## config.mk

```make
export PLATFORM = sky130hd
export DESIGN_NAME = ram_lane_sdp
export DESIGN_NICKNAME = d
export VERILOG_FILES = /design/src/rtl/ram_lane_sdp.sv
export SDC_FILE = /design/constraint.sdc
export NUM_CORES = 1
export LEC_CHECK = 0
export CELL_PAD_IN_SITES_DETAIL_PLACEMENT = 1
export CELL_PAD_IN_SITES_GLOBAL_PLACEMENT = 1
export CORE_UTILIZATION = 45
export DETAILED_ROUTE_END_ITERATION = 10
export HOLD_SLACK_MARGIN = 0.05
export PLACE_DENSITY = 0.7
export SLEW_MARGIN = 40
export SYNTH_ARGS = -nofsm -noshare
export SYNTH_HDL_FRONTEND = slang
export SYNTH_SLANG_ARGS = --single-unit
```

## constraint.sdc

```tcl
create_clock -name clk -period 3.35 [get_ports clk]
set_input_delay 0.8375 -clock clk [delete_from_list [all_inputs] [get_ports clk]]
set_output_delay 0.8375 -clock clk [all_outputs]
set_load 0.005 [all_outputs]
```

## src/rtl/ram_lane_sdp.sv

```systemverilog
`default_nettype none
// ============================================================================
//  Module   : ram_lane_sdp
//  Purpose  : Simple dual-port RAM with a per-lane write mask, a registered
//             valid-qualified read port, a selectable read-during-write mode
//             and a self-clearing sequencer that zeroes every word after reset.
//  Revision : 1.0 - initial release
// ============================================================================
module ram_lane_sdp #(
    parameter int dwidth   = 32,    // word width in bits
    parameter int awidth   = 4,     // address width, depth = 2**awidth
    parameter int lanes    = 4,     // write-mask granularity
    parameter int rdw_mode = 0      // 0 = read-old, 1 = write-first
) (
    input  logic                clk,
    input  logic                rst_n,
    input  logic                load,
    input  logic [lanes-1:0]    wmask,
    input  logic [awidth-1:0]   waddr,
    input  logic [dwidth-1:0]   d,
    input  logic                ren,
    input  logic [awidth-1:0]   raddr,
    output logic [dwidth-1:0]   q,
    output logic                qvalid,
    output logic                busy
);

    localparam int                c_depth     = 2 ** awidth;
    localparam int                c_lw        = dwidth / lanes;
    localparam logic [awidth-1:0] c_last_addr = {awidth{1'b1}};

    typedef enum logic [0:0] {
        CLEAR = 1'b0,
        READY = 1'b1
    } state_t;

    state_t              r_state;
    state_t              w_state_next;
    logic [awidth-1:0]   r_clr_addr;
    logic [dwidth-1:0]   r_mem [c_depth];
    logic [dwidth-1:0]   w_merged;
    logic [dwidth-1:0]   w_rdata;
    logic [dwidth-1:0]   r_q;
    logic                r_qvalid;
    logic                w_clr_we;
    logic                w_usr_we;
    logic                w_rd_en;

    // User traffic is only honoured once the clear sequence has finished.
    assign w_clr_we = (r_state == CLEAR);
    assign w_usr_we = (r_state == READY) && load;
    assign w_rd_en  = (r_state == READY) && ren;

    // State register; any reset edge restarts the clear sequence.
    always_ff @(posedge clk) begin
        if (!rst_n) begin
            r_state <= CLEAR;
        end else begin
            r_state <= w_state_next;
        end
    end

    // Next-state logic: leave CLEAR on the edge that zeroes the last word.
    always_comb begin
        w_state_next = r_state;
        case (r_state)
            CLEAR:   if (r_clr_addr == c_last_addr) w_state_next = READY;
            READY:   w_state_next = READY;
            default: w_state_next = CLEAR;
        endcase
    end

    // Clear address counter; wraps back to 0 as the sequence completes.
    always_ff @(posedge clk) begin
        if (!rst_n) begin
            r_clr_addr <= '0;
        end else if (r_state == CLEAR) begin
            r_clr_addr <= r_clr_addr + 1'b1;
        end
    end

    // Post-write word at waddr: masked lanes from d, the rest from memory.
    always_comb begin
        w_merged = r_mem[waddr];
        for (int i = 0; i < lanes; i++) begin
            if (wmask[i]) begin
                w_merged[i*c_lw +: c_lw] = d[i*c_lw +: c_lw];
            end
        end
    end

    // Memory write port; the reset edge itself leaves contents untouched.
    always_ff @(posedge clk) begin
        if (rst_n) begin
            if (w_clr_we) begin
                r_mem[r_clr_addr] <= '0;
            end else if (w_usr_we) begin
                r_mem[waddr] <= w_merged;
            end
        end
    end

    // Read data source: write-first forwards the merged word on a collision.
    generate
        if (rdw_mode != 0) begin : g_write_first
            assign w_rdata = (load && (waddr == raddr)) ? w_merged : r_mem[raddr];
        end else begin : g_read_old
            assign w_rdata = r_mem[raddr];
        end
    endgenerate

    // Registered read output; q holds its value when no read is accepted.
    always_ff @(posedge clk) begin
        if (!rst_n) begin
            r_q      <= '0;
            r_qvalid <= 1'b0;
        end else if (w_rd_en) begin
            r_q      <= w_rdata;
            r_qvalid <= 1'b1;
        end else begin
            r_qvalid <= 1'b0;
        end
    end

    assign q      = r_q;
    assign qvalid = r_qvalid;
    assign busy   = (r_state == CLEAR);

endmodule
`default_nettype wire

```

==> impl_metrics.csv, run 1 <==
group,metric,value,unit
clock_tree,cts_tree,"yes",
clock_tree,clk_latency,0.59,ns
yosys,yosysSeqAreaShare,74.7,%
timing,setup_violations,0,
clock_tree,post_cts_buffers,0,
grt,grt_pass1_wl,79200,um
grt,grt_pass1_vias,11900,
place,post-place-ws,-0.204,ns
outcome,status,"finished clean",
power_and_ir_drop,power.share.sequential,53.9,%
setup_path,end_kind,"primary output",
timing,setup_tns,0,ns
routing,drt-pass1-iter-count,4,
setup_path,worstSetupStartpointType,"flop",
clock_tree,clockBufferDepth,3,
timing,tightestPinTransition,0.834,ns
floorplanning,core_area,47000,sq um
layout,fin_util,54.5,%
power_and_ir_drop,p_int,11100,uW
setup_path,crit_required,2.51,ns
grt,gr-total-overflow,0,
grt,grt_start_max_net_pins,60,
layout,drive_above_1_share,22.9,%
power_and_ir_drop,pwr_density_cell,543,nW/um^2
clock_tree,path_clk_slew,0.06,ns
routing,dr.first_iter.drc_count,991,
grt,use_met1,30.9,%
floorplanning,ios,82,
power_and_ir_drop,power.leakage,0.00963,uW
grt,antenna_found_initial,1,
floorplanning,rows,79,
place,hpwl,33600,um
clock_tree,cts_made_buffers,53,
timing,timing.final.crit_period,2.80,ns
routing,drc_errors,0,
floorplanning,die_y,221,um
floorplanning,die_area,48900,sq um
yosys,synth_xor_area_share,0.122,%
power_and_ir_drop,power.switching,2820,uW
yosys,synth_fp_nets,1150,
floorplanning,start_util,46.0,%
routing,vias,11400,
setup_path,crit_path_max_fanout,9,
yosys,synth-edff-count,512,
yosys,synthCells,1101,
grt,busiest_layer,"met2",
setup_path,cp.arrival,1.97,ns
setup_path,critPathKind,"reg2out",
routing,routed_wl,53600,um
hold_path,hp-class,"reg2reg",
layout,area_growth,18.5,%
timing,period_share,83.7,%
clock_tree,clock-sinks,550,
yosys,synth-main-ff-cell,"edfxtp_1",
yosys,synth_warnings,0,
timing,setup_ws,0.546,ns
grt,grt_use_met3,4.71,%
clock_tree,htree_levels,2,
timing,hold_violations,0,
yosys,syn_area_per_cell,19.6,sq um
yosys,async_reset_ff_share,0,%
yosys,synth_mux_area_share,15.8,%
power_and_ir_drop,total_power,13900,uW
timing,rsz0062_at_grt,"no",
yosys,ys_ff_latch,550,
grt,track_usage,22.1,%
timing,hold-worst-slack,0.497,ns
power_and_ir_drop,combPwrFrac,4.4,%
layout,fillerInstances,4180,
yosys,synth_simple_gate_area_share,4.03,%
timing,skew,0.0109,ns
place,io_buffers,81,
power_and_ir_drop,p_clk_share,41.7,%
clock_tree,cts_resized,0,
routing,wl_per_cell,27.5,um
yosys,ys_types,38,
power_and_ir_drop,ir_worst_vdd,0.377,mV
timing,relSlewSlack,44.4,%
timing,clock.fmax,357,MHz
yosys,syn_area,21600,sq um
routing,via_per_inst,5.83,
routing,antenna_left,0,
floorplanning,die_x,221,um
grt,met2_usage,35.6,%
yosys,synth_top_family_by_area,"multiplexers",
yosys,synth-compound-area-share,3.28,%
clock_tree,hold_buffers,0,
place,gp_congestion,0.781,
layout,nNetsFinal,1350,
clock_tree,cts-root-buf,"clkbuf_16",
yosys,synth_adder_area_share,0.0579,%
timing,slew_viol_final,0,
flow_run,cap_violations,0,
layout,antennaDiodeCount,0,
power_and_ir_drop,p_sw_share,20.2,%
sequential cells by signal, summed over array words and instances, names as in the netlist:
register,cells
qvalid,1
r_mem,512
r_clr_addr,4
q,32
r_state,1
cell type report:
class,count,area [sq um],area share (%)
clock inverters,18,161,0.630
well taps,607,759,2.97
flip-flops and latches,550,16100,63.0
multi-input cells,478,5060,19.8
repair buffers,217,1970,7.68
inverters,1,3.75,0.0147
clock buffers,79,1520,5.92
stage by stage:
step / instances / instance area (sq um)
final: 1950 / 25600
after global routing: 1950 / 25600
after CTS: 1950 / 25600
after detailed placement: 1853 / 23900
after global placement: 1853 / 23900
after floorplan: 1101 / 21600
routing by layer:
layer  up-vias  wire length (um)
met1      6011             23700
met4         2              1060
li1       4932                 -
met5         -                13
met2       355             25500
met3        72              3290
final timing paths:
kind                            cells after the start     from  slack [ns]     endpoint
worst min-delay path                                2     q[7]        0.50         q[7]
worst max register to register                      7  r_state        0.84  r_mem[6][2]
worst max-delay path                                2  r_state        0.55         busy
worst min register to register                      2     q[7]        0.50         q[7]
cells by family (layout without fill, tap and decap cells):
family / Yosys count / after routing
flops: 550 / 550
mux: 201 / 201
simple gates: 174 / 174
compound gates: 99 / 99
buf+inv: 73 / 315
xor+xnor: 3 / 3
fa+ha+maj: 1 / 1
synthesized netlist by cell type, types with 4 or more instances:
cell | count | area [sq um]
buf_2 | 13 | 65.1
a221oi_1 | 31 | 272
edfxtp_1 | 512 | 15400
clkbuf_1 | 37 | 139
nor2b_1 | 11 | 68.8
mux4_2 | 56 | 1260
a22oi_1 | 31 | 233
o21ai_0 | 31 | 155
buf_4 | 6 | 45.0
mux4_1 | 39 | 1020
dfxtp_1 | 38 | 761
nor3_1 | 64 | 320
nand2_1 | 50 | 188
mux2i_1 | 68 | 681
mux2i_2 | 4 | 55.1
mux2_2 | 33 | 372
buf_6 | 13 | 146
nor2_1 | 5 | 18.8
and2_1 | 37 | 231
worst max-delay path: stages, from the launching register on:
cell	delay [ns]
dfxtp_1	0.60
inv_1	0.27
clkdlybuf4s50_1	0.51
cell usage in the layout, fill, tap and decap left out, drive strengths merged, types with 33 or more instances in the layout:
master / count
nand2: 50
mux2: 33
dfxtp: 38
mux4: 95
mux2i: 73
clkbuf: 79
edfxtp: 512
and2: 37
clkdlybuf4s50: 78
buf: 139
nor3: 64
power by group through the flow:
stage / clock [uW] / sequential [uW] / combinational, uW
final: 5810 / 7500 / 607
after global routing: 6140 / 7500 / 641
after CTS: 5920 / 7500 / 611
after detailed placement: 0 / 7640 / 606
after global placement: 0 / 7640 / 591
after floorplan: 0 / 7640 / 357
No activity file was read; power rests on OpenSTA's default activity.
==> run 2: changes to the inputs <==
==> constraint.sdc (replaced) <==
create_clock -name clk -period 2.9 [get_ports clk]
set_input_delay 0.725 -clock clk [delete_from_list [all_inputs] [get_ports clk]]
set_output_delay 0.725 -clock clk [all_outputs]
set_load 0.005 [all_outputs]
==> impl_metrics.csv, run 2 (synthesized netlist as in run 1, its figures left out) <==
group,metric,value,unit
grt,grt_pass1_vias,12200,
routing,vias,11300,
clock_tree,clk_latency,0.60,ns
timing,hold_violations,0,
timing,skew,0.0225,ns
routing,drt-pass1-iter-count,5,
timing,rsz0062_at_grt,"no",
floorplanning,die_area,48900,sq um
routing,met3_length,2690,um
clock_tree,path_clk_slew,0.06,ns
power_and_ir_drop,total_power,16100,uW
clock_tree,cts-root-buf,"clkbuf_16",
floorplanning,die_y,221,um
routing,antenna_left,0,
timing,timing.final.crit_period,2.77,ns
routing,wl_per_cell,27.6,um
setup_path,cp.arrival,2.05,ns
clock_tree,clock-sinks,550,
layout,mostFrequentLayoutCell,"edfxtp_1",
place,io_buffers,81,
setup_path,critPathKind,"reg2out",
routing,wl_met2,26400,um
routing,routed_wl,54100,um
timing,setup_tns,0,ns
grt,antenna_found_initial,2,
routing,drc_errors,0,
layout,area_growth,18.8,%
flow_run,cap_violations,0,
grt,track_usage,22.4,%
floorplanning,core_area,47000,sq um
clock_tree,cts_made_buffers,55,
power_and_ir_drop,ir_worst_vdd,0.456,mV
clock_tree,cts_tree,"yes",
floorplanning,start_util,46.0,%
floorplanning,ios,82,
layout,nNetsFinal,1355,
setup_path,end_kind,"primary output",
clock_tree,htree_levels,2,
routing,wl_met1,23700,um
routing,via_per_inst,5.78,
layout,largest_register,"r_mem",
power_and_ir_drop,power.leakage,0.00965,uW
clock_tree,post_cts_buffers,0,
layout,antennaDiodeCount,0,
floorplanning,die_x,221,um
routing,dr.first_iter.drc_count,826,
timing,relSlewSlack,52.8,%
setup_path,worstSetupStartpointType,"flop",
routing,top_layer,"met5",
setup_path,crit_required,2.17,ns
layout,drive_above_1_share,23.2,%
timing,clock.fmax,360,MHz
setup_path,crit_path_max_fanout,6,
layout,largest_reg_flops,512,
clock_tree,clockBufferDepth,3,
floorplanning,rows,79,
timing,setup_violations,0,
layout,fillerInstances,4159,
grt,gr-total-overflow,0,
clock_tree,cts_resized,0,
layout,final_cell_mix,"edfxtp_1 (512), buf_4 (127), clkdlybuf4s50_1 (78)",
power_and_ir_drop,pwr_density_cell,628,nW/um^2
hold_path,hp-class,"reg2reg",
place,hpwl,35000,um
timing,slew_viol_final,0,
place,gp_congestion,0.780,
clock_tree,hold_buffers,0,
timing,period_share,95.7,%
outcome,status,"finished clean",
timing,tightestPinTransition,0.694,ns
grt,grt_pass1_wl,80100,um
grt,grt_start_max_net_pins,33,
run 2: changes by cell type in the layout (fill, tap and decap cells not counted), moves of 2 or more:
cell | before | now
buf_12 | 11 | 13
clkbuf_1 | 19 | 12
clkbuf_16 | 55 | 57
clkinv_2 | 4 | 11
clkbuf_8 | 5 | 2
clkinv_1 | 9 | 17
clkinvlp_4 | 0 | 2
run 2: power by group:
group	switching (uW)	internal, uW
clock network	2910	3800
registers	27.1	8640
logic	393	330
run 2: cell type report:
class	instances	area, sq um	share of cell area (%)
Clock buffer	71	1500	5.84
Sequential cell	550	16100	62.9
Inverter	1	3.75	0.0146
Timing Repair Buffer	220	2010	7.85
Tap cell	607	759	2.96
Multi-Input combinational cell	478	5050	19.7
Clock inverter	32	194	0.756
run 2: path summary, 6_finish.rpt:
kind | start | to | cells after the start | slack (ns)
setup / recovery | r_state | busy | 3 | 0.13
hold / removal | q[14] | q[14] | 2 | 0.49
setup reg to reg | r_state | r_mem[15][27] | 6 | 0.61
hold reg to reg | q[14] | q[14] | 2 | 0.49
run 2: routing by layer:
layer,vias up,GRT usage (%)
li1,4941,-
met1,5992,30.3
met2,297,37.0
met3,87,4.46
met4,2,6.47
met5,-,0
run 2: stage by stage:
step                      utilization [%]  hold WS, ns  cells  instance area [sq um]  worst slack [ns]
after floorplan                         -        0.482   1101                  21600             0.155
after global placement               51.0        0.474   1856                  24000            -0.210
after detailed placement             51.0        0.485   1856                  24000            -0.221
after CTS                            54.7        0.504   1959                  25700             0.105
after global routing                 54.7        0.527   1959                  25700            0.0899
final                                54.7        0.494   1959                  25700             0.126
run 2: critical path: stages, from the launching register on:
cell and delay [ns]:
dfxtp_1 0.51, buf_4 0.27, inv_1 0.18, clkdlybuf4s50_1 0.48
==> run 3: changes to the inputs <==
--- a/config.mk
+++ b/config.mk
@@ -5,12 +5,13 @@
 export SDC_FILE = /design/constraint.sdc
 export NUM_CORES = 1
 export LEC_CHECK = 0
+export CAP_MARGIN = 10
 export CELL_PAD_IN_SITES_DETAIL_PLACEMENT = 1
 export CELL_PAD_IN_SITES_GLOBAL_PLACEMENT = 1
 export CORE_UTILIZATION = 45
 export DETAILED_ROUTE_END_ITERATION = 10
 export HOLD_SLACK_MARGIN = 0.05
-export PLACE_DENSITY = 0.7
+export PLACE_DENSITY = 0.78
 export SLEW_MARGIN = 40
 export SYNTH_ARGS = -nofsm -noshare
 export SYNTH_HDL_FRONTEND = slang
==> impl_metrics.csv, run 3 (synthesized netlist as in run 1, its figures left out) <==
group,metric,value,unit
outcome,status,"finished clean",
setup_path,r2r_start,"r_state",
routing,wl_per_cell,27.9,um
setup_path,reg2reg_depth,6,
timing,hold_violations,0,
grt,antenna_found_initial,0,
setup_path,crit_required,3.21,ns
grt,grt_start_max_net_pins,41,
routing,via_per_inst,5.84,
grt,track_usage,22.6,%
routing,drc_errors,0,
floorplanning,die_y,221,um
layout,final_area,25800,sq um
floorplanning,rows,79,
setup_path,setup.worst_path.start,"wmask[1]",
timing,slew_viol_final,0,
clock_tree,clock-sinks,550,
hold_path,hp-class,"reg2reg",
flow_run,cap_violations,0,
grt,grt_pass1_wl,81100,um
clock_tree,clk_latency,0.61,ns
floorplanning,die_x,221,um
hold_path,holdPathStages,2,
setup_path,cp.arrival,3.07,ns
routing,dr.first_iter.drc_count,1098,
timing,setup_tns,0,ns
timing,skew,0.0141,ns
clock_tree,cts_tree,"yes",
clock_tree,path_clk_slew,0.06,ns
layout,area_growth,19.2,%
floorplanning,die_area,48900,sq um
routing,drt-pass1-iter-count,5,
grt,grt_pass1_vias,12400,
clock_tree,htree_levels,2,
timing,period_share,95.2,%
setup_path,critPathKind,"in2reg",
layout,antennaDiodeCount,0,
timing,timing.final.crit_period,2.76,ns
timing,hold-worst-slack,0.493,ns
place,placed_cell_area,24000,sq um
layout,largest_reg_flops,512,
hold_path,min_from,"q[13]",
timing,clock.fmax,362,MHz
place,io_buffers,81,
timing,rsz0062_at_grt,"no",
power_and_ir_drop,power.leakage,0.00971,uW
layout,nNetsFinal,1352,
routing,vias,11400,
clock_tree,clockBufferDepth,3,
setup_path,end_kind,"flop",
place,hpwl,35000,um
layout,largest_register,"r_mem",
layout,mostFrequentLayoutCell,"edfxtp_1",
clock_tree,cts_resized,0,
layout,final_cell_mix,"edfxtp_1 (512), buf_4 (122), clkdlybuf4s50_1 (78)",
timing,setup_violations,0,
clock_tree,cts-root-buf,"clkbuf_16",
timing,tightestPinTransition,0.779,ns
layout,fin_cells,1954,
layout,drive_above_1_share,23.7,%
floorplanning,start_util,46.0,%
routing,routed_wl,54600,um
clock_tree,hold_buffers,0,
floorplanning,core_area,47000,sq um
place,gp_congestion,0.794,
power_and_ir_drop,pwr_density_cell,637,nW/um^2
power_and_ir_drop,ir_worst_vdd,0.405,mV
place,placedCellCount,1854,
setup_path,worstSetupStartpointType,"primary input",
routing,antenna_left,0,
setup_path,crit_path_max_fanout,8,
floorplanning,ios,82,
grt,gr-total-overflow,0,
clock_tree,post_cts_buffers,0,
clock_tree,cts_made_buffers,54,
timing,relSlewSlack,48.1,%
run 3: cell types whose count changed in the layout (fill, tap and decap cells not counted):
cell / previous run / this run
buf_4: 127 / 122
clkbuf_8: 2 / 6
clkinv_1: 17 / 6
and2_1: 36 / 37
bufinv_16: 2 / 4
and2_2: 1 / 0
buf_12: 13 / 16
clkinvlp_4: 2 / 1
buf_8: 1 / 0
clkinv_2: 11 / 14
clkinv_4: 0 / 1
run 3: final cells by class:
type,count,area (sq um)
inverters,1,3.75
repair buffers,218,2040
well taps,607,759
fillers,4108,21200
flip-flops and latches,550,16100
multi-input cells,478,5050
clock inverters,26,229
clock buffers,74,1540
run 3: worst paths after layout:
| kind | endpoint | slack, ns |
|---|---|---|
| max reg2reg | r_mem[0][23] | 0.76 |
| min reg2reg | q[13] | 0.49 |
| max | r_mem[10][13] | 0.14 |
| min | q[13] | 0.49 |
run 3: routing by layer:
layer  wire [um]  up-vias  GRT usage [%]
met2       27900      368           39.2
met5           0        -              0
met1       22700     6030           29.3
li1            -     4939              -
met4        1180        0           6.93
met3        2850       79           3.78
run 3: through the flow:
step,util [%],setup slack [ns],total power (uW)
finish,54.9,0.140,16400
global route,54.9,0.0672,16800
CTS,54.9,0.113,16500
detailed placement,51.1,-0.519,9530
global placement,51.1,-0.544,9510
floorplan,-,0.155,9230
run 3: power by group:
group	internal [uW]	leakage, uW	switching [uW]
clock	4060	0.000877	2980
combinational	320	0.00308	390
sequential	8640	0.00575	30.1
run 3: worst max-delay path, stage by stage:
cell and delay [ns]:
clkdlybuf4s50_1 0.56, nor4_1 0.40, buf_4 0.18, nor2_4 0.06, buf_4 0.17, mux2i_2 0.18
buf_4 0.20, nor3_1 0.31, buf_4 0.26
